File: src/rtl/tick_sequencer_pkg.sv
// Shared types and constants for the tick sequencer: one-hot FSM state
// encoding and the one-shot/periodic mode values.
package tick_seq_pkg;

  typedef enum logic [2:0] {
    IDLE = 3'b001,
    RUN  = 3'b010,
    FIRE = 3'b100
  } state_t;

  localparam logic MODE_ONESHOT  = 1'b0;
  localparam logic MODE_PERIODIC = 1'b1;

endpackage

File: src/rtl/tick_sequencer_if.sv
// Control/status bundle between a sequenced FSM (master) and the tick
// sequencer (slave).
interface tick_sequencer_if #(
  parameter int CW = 16
);

  logic          en;
  logic          start;
  logic          stop;
  logic          mode;
  logic [CW-1:0] period;
  logic          rdy;
  logic          busy;
  logic [CW-1:0] count;
  logic          overrun;

  modport master (
    output en, start, stop, mode, period,
    input  rdy, busy, count, overrun
  );

  modport slave (
    input  en, start, stop, mode, period,
    output rdy, busy, count, overrun
  );

endinterface

File: src/rtl/tick_sequencer_prescaler.sv
// Modulo-PRESCALE clock divider; tick marks the last enabled cycle of each
// prescale period so the next edge both wraps the divider and advances the count.
module tick_prescaler #(
  parameter int PRESCALE = 50
) (
  input  logic clk,
  input  logic reset,
  input  logic clr,
  input  logic en,
  output logic tick
);

  localparam int PW = $clog2(PRESCALE);
  localparam logic [PW-1:0] LAST = PW'(PRESCALE - 1);

  logic [PW-1:0] r_cnt;

  assign tick = en && (r_cnt == LAST);

  always_ff @(posedge clk or negedge reset) begin
    if (!reset) begin
      r_cnt <= '0;
    end else if (clr) begin
      r_cnt <= '0;
    end else if (en) begin
      r_cnt <= tick ? '0 : r_cnt + 1'b1;
    end
  end

endmodule

File: src/rtl/tick_sequencer.sv
// Programmable interval timer producing the single-cycle rdy strobe that
// paces the sequenced FSMs; one-shot or periodic, restartable and abortable.
module tick_sequencer
  import tick_seq_pkg::*;
#(
  parameter int CW       = 16,
  parameter int PRESCALE = 50
) (
  input logic             clk,
  input logic             reset,
  tick_sequencer_if.slave bus
);

  state_t        r_state;
  logic [CW-1:0] r_count;
  logic [CW-1:0] r_reload;
  logic          r_mode;
  logic          r_overrun;

  logic w_tick;
  logic w_accept;
  logic w_prescEn;
  logic w_prescClr;

  // A zero period never starts anything, and stop outranks a simultaneous start.
  assign w_accept   = bus.start && (bus.period != '0) && !bus.stop;
  assign w_prescEn  = bus.en && (r_state != IDLE);
  assign w_prescClr = (r_state == IDLE) || bus.stop || w_accept;

  tick_prescaler #(
    .PRESCALE (PRESCALE)
  ) u_prescaler (
    .clk   (clk),
    .reset (reset),
    .clr   (w_prescClr),
    .en    (w_prescEn),
    .tick  (w_tick)
  );

  always_ff @(posedge clk or negedge reset) begin
    if (!reset) begin
      r_state   <= IDLE;
      r_count   <= '0;
      r_reload  <= '0;
      r_mode    <= MODE_ONESHOT;
      r_overrun <= 1'b0;
    end else begin
      r_overrun <= 1'b0;
      if (bus.stop) begin
        r_state <= IDLE;
        r_count <= '0;
      end else if (w_accept) begin
        r_state   <= RUN;
        r_count   <= bus.period;
        r_reload  <= bus.period;
        r_mode    <= bus.mode;
        r_overrun <= (r_state != IDLE);
      end else begin
        case (r_state)
          IDLE: r_state <= IDLE;
          RUN: begin
            if (w_tick && (r_count != '0)) begin
              r_count <= r_count - 1'b1;
              if (r_count == CW'(1)) r_state <= FIRE;
            end
          end
          // FIRE lasts one cycle; the prescaler keeps running so periodic
          // strobes stay exactly period*PRESCALE apart.
          FIRE: begin
            if (r_mode == MODE_PERIODIC) begin
              r_count <= r_reload;
              r_state <= RUN;
            end else begin
              r_state <= IDLE;
            end
          end
          default: begin
            r_state <= IDLE;
            r_count <= '0;
          end
        endcase
      end
    end
  end

  assign bus.rdy     = (r_state == FIRE);
  assign bus.busy    = (r_state != IDLE);
  assign bus.count   = r_count;
  assign bus.overrun = r_overrun;

endmodule

File: src/flat_wrapper.sv
// flat-port wrapper written by rule: the top's interface ports become plain ports
module tick_sequencer_flat import tick_seq_pkg::*;
#(
  parameter int CW       = 16,
  parameter int PRESCALE = 50
)
  (clk, reset, bus_en, bus_start, bus_stop, bus_mode, bus_period, bus_rdy, bus_busy, bus_count, bus_overrun);
  tick_sequencer_if #(.CW(CW)) bus_i ();
  input logic clk;
  input logic reset;
  input wire logic [$bits(bus_i.en)-1:0] bus_en;
  input wire logic [$bits(bus_i.start)-1:0] bus_start;
  input wire logic [$bits(bus_i.stop)-1:0] bus_stop;
  input wire logic [$bits(bus_i.mode)-1:0] bus_mode;
  input wire logic [$bits(bus_i.period)-1:0] bus_period;
  output wire logic [$bits(bus_i.rdy)-1:0] bus_rdy;
  output wire logic [$bits(bus_i.busy)-1:0] bus_busy;
  output wire logic [$bits(bus_i.count)-1:0] bus_count;
  output wire logic [$bits(bus_i.overrun)-1:0] bus_overrun;
  assign bus_i.en = bus_en;
  assign bus_i.start = bus_start;
  assign bus_i.stop = bus_stop;
  assign bus_i.mode = bus_mode;
  assign bus_i.period = bus_period;
  assign bus_rdy = bus_i.rdy;
  assign bus_busy = bus_i.busy;
  assign bus_count = bus_i.count;
  assign bus_overrun = bus_i.overrun;
  tick_sequencer #(.CW(CW), .PRESCALE(PRESCALE)) u_core (.clk(clk), .reset(reset), .bus(bus_i));
endmodule
File: config.mk
export PLATFORM = sky130hd
export DESIGN_NAME = tick_sequencer_flat
export DESIGN_NICKNAME = d
export VERILOG_FILES = /design/src/rtl/tick_sequencer_pkg.sv /design/src/rtl/tick_sequencer_if.sv /design/src/rtl/tick_sequencer_prescaler.sv /design/src/rtl/tick_sequencer.sv /design/src/flat_wrapper.sv
export SDC_FILE = /design/constraint.sdc
export NUM_CORES = 1
export LEC_CHECK = 0
export CAP_MARGIN = 20
export CORE_ASPECT_RATIO = 1.5
export CORE_UTILIZATION = 53
export DETAILED_ROUTE_END_ITERATION = 16
export PLACE_DENSITY = 0.79
export SETUP_SLACK_MARGIN = 0.05
export SYNTH_ARGS = -nofsm -noshare
export SYNTH_HDL_FRONTEND = slang
export SYNTH_SLANG_ARGS = --single-unit
File: constraint.sdc
create_clock -name clk -period 2.9 [get_ports clk]
set_input_delay 0.29 -clock clk [delete_from_list [all_inputs] [get_ports clk]]
set_output_delay 0.29 -clock clk [all_outputs]
set_load 0.02 [all_outputs]
# == Word-level counts from Yosys, hierarchy flattened ==
# Index checks and enable logic that the tools add are counted.
# classes
n_addsub,2
eq_ne,10
muxes,16
n_bitwise,1
reduce_logical,14
# ops
operator,n
$mux 16,4
$pmux 16 s3,1
$reduce_bool 16->1,2
$mux 6,3
$eq 16x1->1 const B,1
$sub 16x1->16 const B,1
$mux 3,4
$ne 4x2->1 const B,3
$add 6x1->6 const B,1
$eq 6x6->1 const B,1
$pmux 3 s2,1
$logic_and 1x1->1,5
$reduce_and 2->1,2
$eq 3x1->1 const B,1
$eq 3x2->1 const B,1
$eq 3x3->1 const B,1
$ne 3x1->1 const B,1
$ne 3x2->1 const B,1
$reduce_and 3->1,1
$logic_or 1x1->1,2
$mux 1,2
$mux 2,1
$reduce_bool 2->1,1
$logic_not 1->1,1
$not 1->1,1
# totals
ff_bits,43
out_inout_bits,19
elab_cells,49

# == Logic depth before layout (Yosys ltp) ==
# Gate-level depths: netlist of run 1.
# depth
depth_word,8
depth_mapped,9

# == Hierarchy ==
# Synthesis of run 1 repeated with hierarchy kept, for this count alone.
# hier_totals
cells_unflattened,287
area_unflattened_um2,2534.9
# by_module_without_submodules
module,n_inst,cells_per_inst,area_per_inst_um2
tick_sequencer,1,245,2160.8
tick_prescaler,1,42,374.1

# == Worst setup path before layout of run 1 ==
# No wires, ideal clock.
# synth_timing
kind,reg-to-reg
from,reg u_core.r_count[0] (netlist: u_core.bus.count[0])
to,reg u_core.r_count[15] (netlist: u_core.bus.count[15])
setup_time_ns,0.128
t_arrival_ns,2.432
required_time_ns,2.772
path_slack_ns,0.340
path_stages_with_launch,9
path_buffers,1
path_cell_list,dfrtp_1 inv_1 ha_1 or3b_2 clkbuf_1 or3_1 o221ai_4 nand2_2 mux2_1
# synth_via
elab_chain_len,5
word_cells_on_any_way,9
classes_between,add/sub (1); eq/ne (1); mux (4); reduce/logical (3)
# synth_lines
element,line,rtl
"start, declared",tick_sequencer.sv:15,logic [CW-1:0] r_count;
"start signal, assigned",tick_sequencer.sv:54,r_count <= bus.period;
"start signal, assigned",tick_sequencer.sv:63,r_count <= r_count - 1'b1;
"start signal, assigned",tick_sequencer.sv:71,r_count <= r_reload;
$sub 16x1->16,tick_sequencer.sv:63,
$mux 16,tick_sequencer.sv:62,if (w_tick && (r_count != '0)) begin
$pmux 16 s3,tick_sequencer.sv:59,case (r_state)
$mux 16,tick_sequencer.sv:52,end else if (w_accept) begin
$mux 16,tick_sequencer.sv:49,if (bus.stop) begin
# Parallel ways exist; a longest one is shown, timed or not. The select of a mux whose other input is x is not followed.
# A chain may end at the register's enable or synchronous reset.

# == Worst setup path in the final report of run 1 ==
# layout_timing
from,reg u_core.r_count[1] (netlist: u_core.bus.count[1])
to,reg u_core.r_count[10] (netlist: u_core.bus.count[10])
# Same word-level chain as after synthesis.

==> impl_metrics.sql, run 1 <==
INSERT INTO impl_metrics (metric_group, metric, value, unit) VALUES
('logic_synthesis', 'mapped_cell_area', '2520', 'um2'),
('drt', 'route.detailed.drc', '0', ''),
('setup_path', 'cp-start-kind', 'flip-flop', ''),
('placement', 'placement.setup.worst_slack', '0.136', 'ns'),
('cells_and_area', 'drive_gt1_share', '18.5', '%'),
('setup_path', 'reg2reg_from', 'u_core.bus.count[1]', ''),
('die', 'die_h', '86.5', 'um'),
('clock_tree', 'ctsHoldBuffers', '0', ''),
('logic_synthesis', 'netlist-cell-type-count', '55', ''),
('logic_synthesis', 'yosys_warnings', '0', ''),
('clock_tree', 'worst_setup_hold_path_clk_slew', '0.08', 'ns'),
('setup_path', 'crit_fanout', '8', ''),
('power', 'total_power', '1.47', 'mW'),
('logic_synthesis', 'post_synth_edffs', '0', ''),
('grt', 'largest_net_degree_at_the_start_of_global_routing', '44', ''),
('grt', 'global_route.usage.total', '29.0', '%'),
('logic_synthesis', 'dominant_synthesized_flop_cell', 'sky130_fd_sc_hd__dfrtp_1', ''),
('die', 'start_util', '55.5', '%'),
('grt', 'grt_antenna_before_repair', '0', ''),
('setup_path', 'endpoint_kind', 'flip-flop', ''),
('cells_and_area', 'utilization', '70.4', '%'),
('grt', 'number_of_global_route_vias_before_repair', '2216', ''),
('cells_and_area', 'finish.instance_area', '3200', 'um2'),
('setup_path', 'worstReg2RegEnd', 'u_core.bus.count[10]', ''),
('placement', 'post-dp-hpwl', '4.74', 'mm'),
('placement', 'portBuffers', '40', ''),
('sta', 'drv_slew', '0', ''),
('min_path', 'timing.hold.worst.class', 'in2async', ''),
('power', 'vdd_drop_max', '0.361', 'mV'),
('sta', 'worst_pin_slew', '0.961', 'ns'),
('clock_tree', 'insertion_delay', '0.31', 'ns'),
('setup_path', 'classification_of_the_worst_setup_path', 'reg2reg', ''),
('clock_tree', 'clockRootBuffer', 'sky130_fd_sc_hd__clkbuf_8', ''),
('power', 'power_per_cell_area', '460', 'nW/um2'),
('drt', 'drt_iter0_drc', '136', ''),
('setup_path', 'required', '3.08', 'ns'),
('sta', 'post-route-worst-setup-slack', '0.248', 'ns'),
('outcome', 'status', 'finished, final reports clean', ''),
('grt', 'grt_pass1_wl', '10.9', 'mm'),
('cells_and_area', 'area_growth_syn_to_layout', '26.7', '%'),
('clock_tree', 'clock_sink_count', '43', ''),
('power', 'static-leakage-power', '1.30', 'nW'),
('sta', 'timing.final.crit_share', '91.5', '%'),
('clock_tree', 'postCtsResizedCells', '0', ''),
('logic_synthesis', 'syn_avg_cell_area', '10.0', 'um2'),
('run', 'drv_cap', '0', ''),
('sta', 'hold_violations', '0', ''),
('drt', 'ant_nets', '0', ''),
('drt', 'totalWireLength', '6.62', 'mm'),
('die', 'placement_rows', '30', ''),
('die', 'die_w', '58.3', 'um'),
('sta', 'rsz0062_at_grt', 'no', ''),
('sta', 'fmax', '377', 'MHz'),
('setup_path', 'startpoint', 'u_core.bus.count[1]', ''),
('logic_synthesis', 'synth_cells', '252', ''),
('sta', 'setup_violations', '0', ''),
('die', 'io_pins', '41', ''),
('die', 'placeableCoreArea', '4540', 'um2'),
('logic_synthesis', 'synth.yosys.seq_area_share', '42.7', '%'),
('sta', 'final.setup.tns', '0', 'ns'),
('drt', 'drt-pass1-iter-count', '4', ''),
('grt', 'gr-total-overflow', '0', ''),
('setup_path', 'critical_path_arrival', '2.83', 'ns'),
('drt', 'avg_vias_per_cell', '6.14', ''),
('clock_tree', 'numCtsBuffers', '5', ''),
('clock_tree', 'tritoncts', 'done', ''),
('logic_synthesis', 'mappedNetlistNets', '278', ''),
('setup_path', 'timing.reg2reg.setup_slack', '0.25', 'ns'),
('cells_and_area', 'layout.nets', '328', ''),
('drt', 'detailroute.via_count', '2253', ''),
('clock_tree', 'clock_tree.buffer_depth', '2', ''),
('clock_tree', 'cts_setup_buffers', '0', ''),
('logic_synthesis', 'synthArstFlopShare', '100', '%'),
('placement', 'instance_area_at_placement', '3100', 'um2'),
('placement', 'gp_congestion', '0.866', ''),
('cells_and_area', 'diodes', '0', ''),
('die', 'floorplan.die_area', '5040', 'um2'),
('sta', 'clock-skew-final', '0.00703', 'ns'),
('clock_tree', 'htreeDepth', '2', ''),
('setup_path', 'ff2ff_path_depth', '7', ''),
('sta', 'slew_headroom', '36.0', '%'),
('sta', 'fin_crit', '2.65', 'ns'),
('drt', 'wl_per_cell', '18.0', 'um'),
('logic_synthesis', 'yosys_register_bits', '43', '');
-- area by class of cell --
type	count	area, um2
repair buffers	61	566
flip-flops and latches	43	1080
fillers	365	1350
inverters	10	37.5
well taps	64	80.1
clock buffers	8	100
multi-input cells	181	1340
-- cells in the mapped netlist (4+ instances only) --
| master | count | area [um2] |
|---|---|---|
| sky130_fd_sc_hd__buf_2 | 4 | 20.0 |
| sky130_fd_sc_hd__o31ai_1 | 5 | 37.5 |
| sky130_fd_sc_hd__a211oi_1 | 4 | 30.0 |
| sky130_fd_sc_hd__dfrtp_1 | 42 | 1050 |
| sky130_fd_sc_hd__o41ai_1 | 5 | 43.8 |
| sky130_fd_sc_hd__o21ai_0 | 5 | 25.0 |
| sky130_fd_sc_hd__ha_1 | 4 | 50.1 |
| sky130_fd_sc_hd__nand3_1 | 11 | 55.1 |
| sky130_fd_sc_hd__nor2_1 | 16 | 60.1 |
| sky130_fd_sc_hd__or4_1 | 7 | 52.6 |
| sky130_fd_sc_hd__mux2_1 | 6 | 67.6 |
| sky130_fd_sc_hd__inv_1 | 10 | 37.5 |
| sky130_fd_sc_hd__nand2_1 | 11 | 41.3 |
| sky130_fd_sc_hd__a21oi_1 | 9 | 45.0 |
| sky130_fd_sc_hd__xor2_1 | 8 | 70.1 |
| sky130_fd_sc_hd__mux2_2 | 16 | 180 |
| sky130_fd_sc_hd__o21ai_1 | 6 | 30.0 |
| sky130_fd_sc_hd__nor4_1 | 7 | 43.8 |
| sky130_fd_sc_hd__clkbuf_1 | 10 | 37.5 |
| sky130_fd_sc_hd__nor3_1 | 8 | 40.0 |
| sky130_fd_sc_hd__a221oi_1 | 8 | 70.1 |
-- power breakdown --
part	leakage, nW	internal (mW)	switching [mW]
clock	0.0515	0.217	0.207
combinational	0.697	0.169	0.177
sequential	0.546	0.653	0.0455
-- registers in the layout (all words and copies together), names as in the netlist --
signal                    flops
u_core.r_mode                 1
u_core.bus.count             16
u_core.u_prescaler.r_cnt      6
u_core.r_state                3
u_core.bus.overrun            1
u_core.r_reload              16
-- cells by family (layout without fill, tap and decap cells) --
logic type | Yosys count | after routing | synth area share, %
simple gates | 81 | 81 | 17.8
fa+ha+maj | 4 | 4 | 1.98
compound gates | 65 | 65 | 20.1
xor+xnor | 9 | 9 | 3.13
buf+inv | 28 | 79 | 4.51
flops | 43 | 43 | 42.7
mux | 22 | 22 | 9.82
-- worst max-delay path by stage --
stage	to	slack (ns)
floorplan	u_core.bus.count[15]	0.34
global placement	u_core.bus.count[8]	0.16
detailed placement	u_core.bus.count[2]	0.14
CTS	u_core.bus.count[2]	0.26
global route	u_core.bus.count[9]	0.16
finish	u_core.bus.count[10]	0.25
-- worst max-delay path, cell delays in order (launching register included) --
cell and delay (ns):
sky130_fd_sc_hd__dfrtp_1 0.43, sky130_fd_sc_hd__inv_1 0.11, sky130_fd_sc_hd__ha_1 0.22, sky130_fd_sc_hd__or3b_2 0.47, sky130_fd_sc_hd__or3_1 0.45, sky130_fd_sc_hd__o221ai_4 0.30, sky130_fd_sc_hd__and2_1 0.40, sky130_fd_sc_hd__o41ai_1 0.14
-- metrics by stage --
stage          hold slack, ns  std cells
2_1_floorplan        -0.00559        252
3_3_place_gp            0.492        359
3_5_place_dp            0.497        359
4_1_cts                 0.172        367
5_1_grt                 0.213        367
6_report                0.117        367
-- placed cells by master (no fill, tap or decap), types with 9 or more instances in the layout --
cell type                         count
sky130_fd_sc_hd__buf_4               20
sky130_fd_sc_hd__inv_1               10
sky130_fd_sc_hd__nand3_1             11
sky130_fd_sc_hd__mux2_2              16
sky130_fd_sc_hd__nand2_1             11
sky130_fd_sc_hd__clkdlybuf4s50_1     39
sky130_fd_sc_hd__nor2_1              16
sky130_fd_sc_hd__dfrtp_1             42
sky130_fd_sc_hd__a21oi_1              9
-- routing by layer --
| metal | part of all wire, % | global-route usage [%] | up-vias | wire (um) |
|---|---|---|---|---|
| li1 | - | - | 1061 | - |
| met1 | 41 | 36.1 | 1097 | 2690 |
| met2 | 53 | 49.6 | 81 | 3510 |
| met3 | 4.1 | 4.48 | 14 | 271 |
| met4 | 2.2 | 11.5 | 0 | 147 |
| met5 | 0 | 0 | - | 0 |
(Power assumes the default switching activity.)
==> run 2, diff against run 1 <==
--- a/config.mk
+++ b/config.mk
@@ -9,7 +9,7 @@
 export CORE_ASPECT_RATIO = 1.5
 export CORE_UTILIZATION = 53
 export DETAILED_ROUTE_END_ITERATION = 16
-export PLACE_DENSITY = 0.79
+export PLACE_DENSITY = 0.89
 export SETUP_SLACK_MARGIN = 0.05
 export SYNTH_ARGS = -nofsm -noshare
 export SYNTH_HDL_FRONTEND = slang
==> impl_metrics.sql, run 2 (synthesized netlist as in run 1, its figures left out) <==
INSERT INTO impl_metrics (metric_group, metric, value, unit) VALUES
('sta', 'rsz0062_at_grt', 'no', ''),
('die', 'start_util', '55.5', '%'),
('clock_tree', 'insertion_delay', '0.30', 'ns'),
('grt', 'grt_antenna_before_repair', '0', ''),
('power', 'total_power', '1.45', 'mW'),
('sta', 'worst_pin_slew', '0.974', 'ns'),
('cells_and_area', 'commonest_non_fill_non_tap_cells_in_the_layout', 'sky130_fd_sc_hd__dfrtp_1 (42), sky130_fd_sc_hd__clkdlybuf4s50_1 (39), sky130_fd_sc_hd__buf_4 (18), sky130_fd_sc_hd__nor2_1 (16), sky130_fd_sc_hd__mux2_2 (16)', ''),
('min_path', 'timing.hold.worst.class', 'in2async', ''),
('clock_tree', 'tritoncts', 'done', ''),
('drt', 'drt_iter0_drc', '140', ''),
('setup_path', 'crit_fanout', '8', ''),
('power', 'switching_share', '28.9', '%'),
('clock_tree', 'numCtsBuffers', '5', ''),
('setup_path', 'worstReg2RegEnd', 'u_core.bus.count[0]', ''),
('drt', 'detailroute.via_count', '2364', ''),
('setup_path', 'startpoint', 'u_core.bus.count[8]', ''),
('die', 'die_h', '86.5', 'um'),
('setup_path', 'crit_family', 'simple AND/OR/NAND/NOR gates', ''),
('sta', 'fin_crit', '2.60', 'ns'),
('power', 'share_clk_of_total_power', '28.6', '%'),
('clock_tree', 'worst_setup_hold_path_clk_slew', '0.08', 'ns'),
('setup_path', 'timing.critical_path.buf_inv', '0', ''),
('die', 'placeableCoreArea', '4540', 'um2'),
('run', 'drv_cap', '0', ''),
('cells_and_area', 'layout_commonest_cell', 'sky130_fd_sc_hd__dfrtp_1', ''),
('power', 'internal_power', '1.03', 'mW'),
('sta', 'hold_violations', '0', ''),
('sta', 'final.setup.tns', '0', 'ns'),
('setup_path', 'reg2reg_from', 'u_core.bus.count[8]', ''),
('sta', 'holdWs', '0.148', 'ns'),
('grt', 'largest_net_degree_at_the_start_of_global_routing', '44', ''),
('power', 'static-leakage-power', '1.28', 'nW'),
('outcome', 'status', 'finished, final reports clean', ''),
('grt', 'global_route.usage.total', '28.5', '%'),
('power', 'share_seq_of_total_power', '48.3', '%'),
('die', 'placement_rows', '30', ''),
('power', 'vdd_drop_max', '0.350', 'mV'),
('setup_path', 'cp-start-kind', 'flip-flop', ''),
('cells_and_area', 'drive_gt1_share', '17.7', '%'),
('setup_path', 'required', '3.07', 'ns'),
('drt', 'avg_vias_per_cell', '6.49', ''),
('placement', 'portBuffers', '40', ''),
('power', 'power_frac_comb', '23.2', '%'),
('grt', 'gr-total-overflow', '0', ''),
('die', 'die_w', '58.3', 'um'),
('setup_path', 'ff2ff_path_depth', '5', ''),
('setup_path', 'critical_path_arrival', '2.77', 'ns'),
('setup_path', 'worstPathCellList', 'or4_1 > or4_4 > o221ai_4 > and2_1 > o41ai_1', ''),
('sta', 'slew_headroom', '35.0', '%'),
('cells_and_area', 'area_growth_syn_to_layout', '25.3', '%'),
('placement', 'gp_congestion', '0.879', ''),
('clock_tree', 'clock_sink_count', '43', ''),
('sta', 'fmax', '385', 'MHz'),
('setup_path', 'crit_slowest_cell', 'sky130_fd_sc_hd__or4_1', ''),
('sta', 'clock-skew-final', '0.00534', 'ns'),
('clock_tree', 'ctsHoldBuffers', '0', ''),
('clock_tree', 'cts_setup_buffers', '0', ''),
('grt', 'grt_pass1_wl', '10.9', 'mm'),
('setup_path', 'endpoint_kind', 'flip-flop', ''),
('setup_path', 'path_depth', '5', ''),
('clock_tree', 'clock_tree.buffer_depth', '2', ''),
('sta', 'setup_violations', '0', ''),
('drt', 'ant_nets', '0', ''),
('clock_tree', 'htreeDepth', '2', ''),
('setup_path', 'timing.reg2reg.setup_slack', '0.30', 'ns'),
('power', 'power_per_cell_area', '459', 'nW/um2'),
('die', 'floorplan.die_area', '5040', 'um2'),
('drt', 'drt-pass1-iter-count', '6', ''),
('setup_path', 'cp_slowest_stage_delay', '0.68', 'ns'),
('drt', 'wl_per_cell', '18.2', 'um'),
('drt', 'totalWireLength', '6.62', 'mm'),
('power', 'power.switching', '420', 'uW'),
('cells_and_area', 'diodes', '0', ''),
('sta', 'post-route-worst-setup-slack', '0.300', 'ns'),
('die', 'io_pins', '41', ''),
('placement', 'placement.setup.worst_slack', '0.163', 'ns'),
('sta', 'timing.final.crit_share', '89.7', '%'),
('drt', 'route.detailed.drc', '0', ''),
('clock_tree', 'postCtsResizedCells', '0', ''),
('setup_path', 'classification_of_the_worst_setup_path', 'reg2reg', ''),
('clock_tree', 'clockRootBuffer', 'sky130_fd_sc_hd__clkbuf_8', ''),
('placement', 'post-dp-hpwl', '4.63', 'mm'),
('sta', 'drv_slew', '0', ''),
('grt', 'number_of_global_route_vias_before_repair', '2395', ''),
('cells_and_area', 'layout.filler_cells', '341', ''),
('cells_and_area', 'layout.nets', '325', '');
[run 2: cell type report]
class                           instances  area (um2)  area share [%]
Multi-Input combinational cell        181        1340            42.3
Tap cell                               64        80.1            2.53
Clock buffer                            8         100            3.17
Timing Repair Buffer                   58         531            16.8
Inverter                               10        37.5            1.19
Sequential cell                        43        1080            34.1
[run 2: stage by stage]
step	instance area [um2]	util, %	instances
2_1_floorplan	2520	-	252
3_3_place_gp	3060	67.4	356
3_5_place_dp	3060	67.4	356
4_1_cts	3160	69.6	364
5_1_grt	3160	69.6	364
6_report	3160	69.6	364
[run 2: worst max path at each step]
stage | end
after floorplan | u_core.bus.count[15]
after global placement | u_core.u_prescaler.r_cnt[3]
after detailed placement | u_core.bus.count[2]
after CTS | u_core.bus.count[3]
after global routing | u_core.bus.count[3]
final | u_core.bus.count[0]
[run 2: worst reg2reg max path: stages (launching register included)]
cell,delay (ns)
sky130_fd_sc_hd__dfrtp_1,0.44
sky130_fd_sc_hd__or4_1,0.68
sky130_fd_sc_hd__or4_4,0.56
sky130_fd_sc_hd__o221ai_4,0.24
sky130_fd_sc_hd__and2_1,0.40
sky130_fd_sc_hd__o41ai_1,0.15
[run 2: power by group through the flow]
stage / combinational, mW / clock (mW) / sequential, mW
final: 0.336 / 0.415 / 0.700
after global routing: 0.360 / 0.442 / 0.707
after CTS: 0.335 / 0.422 / 0.699
after detailed placement: 0.331 / 0 / 0.710
after global placement: 0.325 / 0 / 0.708
after floorplan: 0.180 / 0 / 0.716
[run 2: metal layers]
metal	routed length (um)	part of all wire [%]	track usage (%)	vias up
li1	-	-	-	1055
met5	0	0	0	-
met3	442	6.7	4.48	23
met2	3430	52	47.0	120
met1	2550	38	33.7	1166
met4	202	3.1	18.8	0
==> run 3, diff against run 2 <==
--- a/config.mk
+++ b/config.mk
@@ -9,6 +9,7 @@
 export CORE_ASPECT_RATIO = 1.5
 export CORE_UTILIZATION = 53
 export DETAILED_ROUTE_END_ITERATION = 16
+export GPL_TIMING_DRIVEN = 0
 export PLACE_DENSITY = 0.89
 export SETUP_SLACK_MARGIN = 0.05
 export SYNTH_ARGS = -nofsm -noshare
==> impl_metrics.sql, run 3 (synthesized netlist as in run 1, its figures left out) <==
INSERT INTO impl_metrics (metric_group, metric, value, unit) VALUES
('drt', 'avg_vias_per_cell', '6.28', ''),
('die', 'placeableCoreArea', '4540', 'um2'),
('placement', 'placement.setup.worst_slack', '-0.111', 'ns'),
('sta', 'fmax', '363', 'MHz'),
('run', 'drv_cap', '0', ''),
('power', 'power_per_cell_area', '498', 'nW/um2'),
('cells_and_area', 'layout.nets', '327', ''),
('drt', 'detailroute.via_count', '2300', ''),
('grt', 'largest_net_degree_at_the_start_of_global_routing', '33', ''),
('drt', 'drt_iter0_drc', '135', ''),
('clock_tree', 'clock_tree.buffer_depth', '2', ''),
('power', 'static-leakage-power', '1.27', 'nW'),
('power', 'share_clk_of_total_power', '34.7', '%'),
('sta', 'drv_slew', '0', ''),
('power', 'internal_power', '1.15', 'mW'),
('die', 'io_pins', '41', ''),
('placement', 'gp_congestion', '0.904', ''),
('sta', 'slew_headroom', '40.7', '%'),
('power', 'power.switching', '430', 'uW'),
('cells_and_area', 'diodes', '0', ''),
('drt', 'ant_nets', '0', ''),
('sta', 'post-route-worst-setup-slack', '0.146', 'ns'),
('setup_path', 'endpoint_kind', 'flip-flop', ''),
('setup_path', 'required', '3.12', 'ns'),
('grt', 'number_of_global_route_vias_before_repair', '2364', ''),
('sta', 'clock-skew-final', '0.0137', 'ns'),
('drt', 'wl_per_cell', '18.2', 'um'),
('setup_path', 'classification_of_the_worst_setup_path', 'in2reg', ''),
('sta', 'rsz0062_at_grt', 'no', ''),
('grt', 'global_route.usage.total', '29.1', '%'),
('clock_tree', 'clockRootBuffer', 'sky130_fd_sc_hd__clkbuf_8', ''),
('cells_and_area', 'finish.instance_area', '3180', 'um2'),
('cells_and_area', 'utilization', '70.0', '%'),
('grt', 'grt_antenna_before_repair', '0', ''),
('cells_and_area', 'area_growth_syn_to_layout', '26.1', '%'),
('setup_path', 'ff2ff_path_depth', '7', ''),
('die', 'die_w', '58.3', 'um'),
('cells_and_area', 'flip_flop_and_latch_area', '1080', 'um2'),
('grt', 'grt_pass1_wl', '11.0', 'mm'),
('cells_and_area', 'commonest_non_fill_non_tap_cells_in_the_layout', 'sky130_fd_sc_hd__dfrtp_1 (42), sky130_fd_sc_hd__clkdlybuf4s50_1 (39), sky130_fd_sc_hd__nor2_1 (16), sky130_fd_sc_hd__mux2_2 (16)', ''),
('clock_tree', 'tritoncts', 'done', ''),
('die', 'placement_rows', '30', ''),
('sta', 'fin_crit', '2.75', 'ns'),
('clock_tree', 'clock_sink_count', '43', ''),
('power', 'share_seq_of_total_power', '44.0', '%'),
('power', 'power_frac_comb', '21.3', '%'),
('placement', 'instance_area_at_placement', '3030', 'um2'),
('setup_path', 'crit_fanout', '10', ''),
('cells_and_area', 'multiInputGateArea', '1350', 'um2'),
('placement', 'post-dp-hpwl', '4.78', 'mm'),
('sta', 'timing.final.crit_share', '95.0', '%'),
('clock_tree', 'htreeDepth', '2', ''),
('clock_tree', 'numCtsBuffers', '5', ''),
('cells_and_area', 'drive_gt1_share', '13.9', '%'),
('drt', 'drt-pass1-iter-count', '4', ''),
('power', 'switching_share', '27.1', '%'),
('clock_tree', 'insertion_delay', '0.30', 'ns'),
('power', 'vdd_drop_max', '0.348', 'mV'),
('die', 'floorplan.die_area', '5040', 'um2'),
('setup_path', 'cp-start-kind', 'primary input', ''),
('sta', 'setup_violations', '0', ''),
('grt', 'gr-total-overflow', '0', ''),
('clock_tree', 'worst_setup_hold_path_clk_slew', '0.09', 'ns'),
('placement', 'dpl.cell_count', '358', ''),
('min_path', 'timing.hold.worst.class', 'in2async', ''),
('sta', 'worst_pin_slew', '0.881', 'ns'),
('cells_and_area', 'layout.filler_cells', '332', ''),
('die', 'start_util', '55.5', '%'),
('cells_and_area', 'layout_commonest_cell', 'sky130_fd_sc_hd__dfrtp_1', ''),
('die', 'die_h', '86.5', 'um'),
('drt', 'totalWireLength', '6.66', 'mm'),
('outcome', 'status', 'finished, final reports clean', ''),
('placement', 'portBuffers', '40', ''),
('drt', 'route.detailed.drc', '0', ''),
('sta', 'hold_violations', '0', ''),
('setup_path', 'critical_path_arrival', '2.98', 'ns'),
('clock_tree', 'cts_setup_buffers', '0', ''),
('cells_and_area', 'layout.cells.non_filler', '366', '');
[run 3: changes by cell type in the layout (fill, tap and decap cells not counted)]
cell | before | now
sky130_fd_sc_hd__buf_12 | 0 | 1
sky130_fd_sc_hd__bufinv_16 | 0 | 2
sky130_fd_sc_hd__buf_2 | 1 | 5
sky130_fd_sc_hd__o41ai_4 | 0 | 1
sky130_fd_sc_hd__o41ai_2 | 1 | 0
sky130_fd_sc_hd__dlygate4sd3_1 | 0 | 1
sky130_fd_sc_hd__buf_1 | 0 | 3
sky130_fd_sc_hd__clkbuf_1 | 1 | 10
sky130_fd_sc_hd__clkbuf_8 | 7 | 5
sky130_fd_sc_hd__buf_4 | 18 | 2
[run 3: worst max-delay path: stages]
cell and delay, ns:
sky130_fd_sc_hd__clkdlybuf4s50_1 0.45, sky130_fd_sc_hd__or4_1 0.67, sky130_fd_sc_hd__o41a_1 0.49, sky130_fd_sc_hd__buf_2 0.22, sky130_fd_sc_hd__clkbuf_1 0.29, sky130_fd_sc_hd__nor4_1 0.33
sky130_fd_sc_hd__o21ai_0 0.11, sky130_fd_sc_hd__o21ai_1 0.11
[run 3: metrics by stage]
stage	power [mW]	hold slack, ns	setup TNS (ns)
2_1_floorplan	0.897	-0.00559	0
3_3_place_gp	1.03	0.489	-0.143
4_1_cts	1.58	0.408	0
5_1_grt	1.64	0.437	0
6_report	1.58	0.396	0
3_5_place_dp	1.04	0.198	-0.350
[run 3: routing by layer]
| layer | global-route usage, % | vias up | share of wire [%] |
|---|---|---|---|
| met2 | 50.5 | 111 | 53 |
| li1 | - | 1059 | - |
| met4 | 14.9 | 0 | 3.0 |
| met1 | 34.4 | 1112 | 38 |
| met3 | 4.03 | 18 | 6.0 |
| met5 | 0 | - | 0 |
[run 3: power groups by stage]
stage          logic (mW)  clock network, mW  registers [mW]
2_1_floorplan       0.180                  0           0.716
3_3_place_gp        0.321                  0           0.705
3_5_place_dp        0.331                  0           0.707
4_1_cts             0.335              0.553           0.695
5_1_grt             0.363              0.577           0.703
6_report            0.337              0.550           0.697
[run 3: what timing repair did]
item | 4_1_cts | 5_1_grt
resized for setup | 0 | 2
setup endpoints to repair | 0 | 16
hold buffers | 1 | 0
hold endpoints to repair | 11 | 0
[run 3: worst paths after layout]
check                                               to           startpoint  slack, ns
max                        u_core.u_prescaler.r_cnt[2]       bus_period[10]       0.15
min                                      u_core.r_mode                reset       0.40
max reg2reg                        u_core.bus.count[2]  u_core.bus.count[0]       0.18
min reg2reg                         u_core.r_reload[0]   u_core.r_reload[0]       0.52
max in group asynchronous            u_core.r_state[0]                reset       1.97
min in group clk                    u_core.r_reload[0]   u_core.r_reload[0]       0.52
[run 3: area by class of cell]
| class | count | share of cell area, % |
|---|---|---|
| clock inverters | 2 | 1.89 |
| multi-input cells | 181 | 42.4 |
| inverters | 10 | 1.18 |
| clock buffers | 6 | 2.28 |
| repair buffers | 43 | 13.6 |
| plain buffers | 17 | 2.28 |
| flip-flops and latches | 43 | 33.9 |
| well taps | 64 | 2.52 |
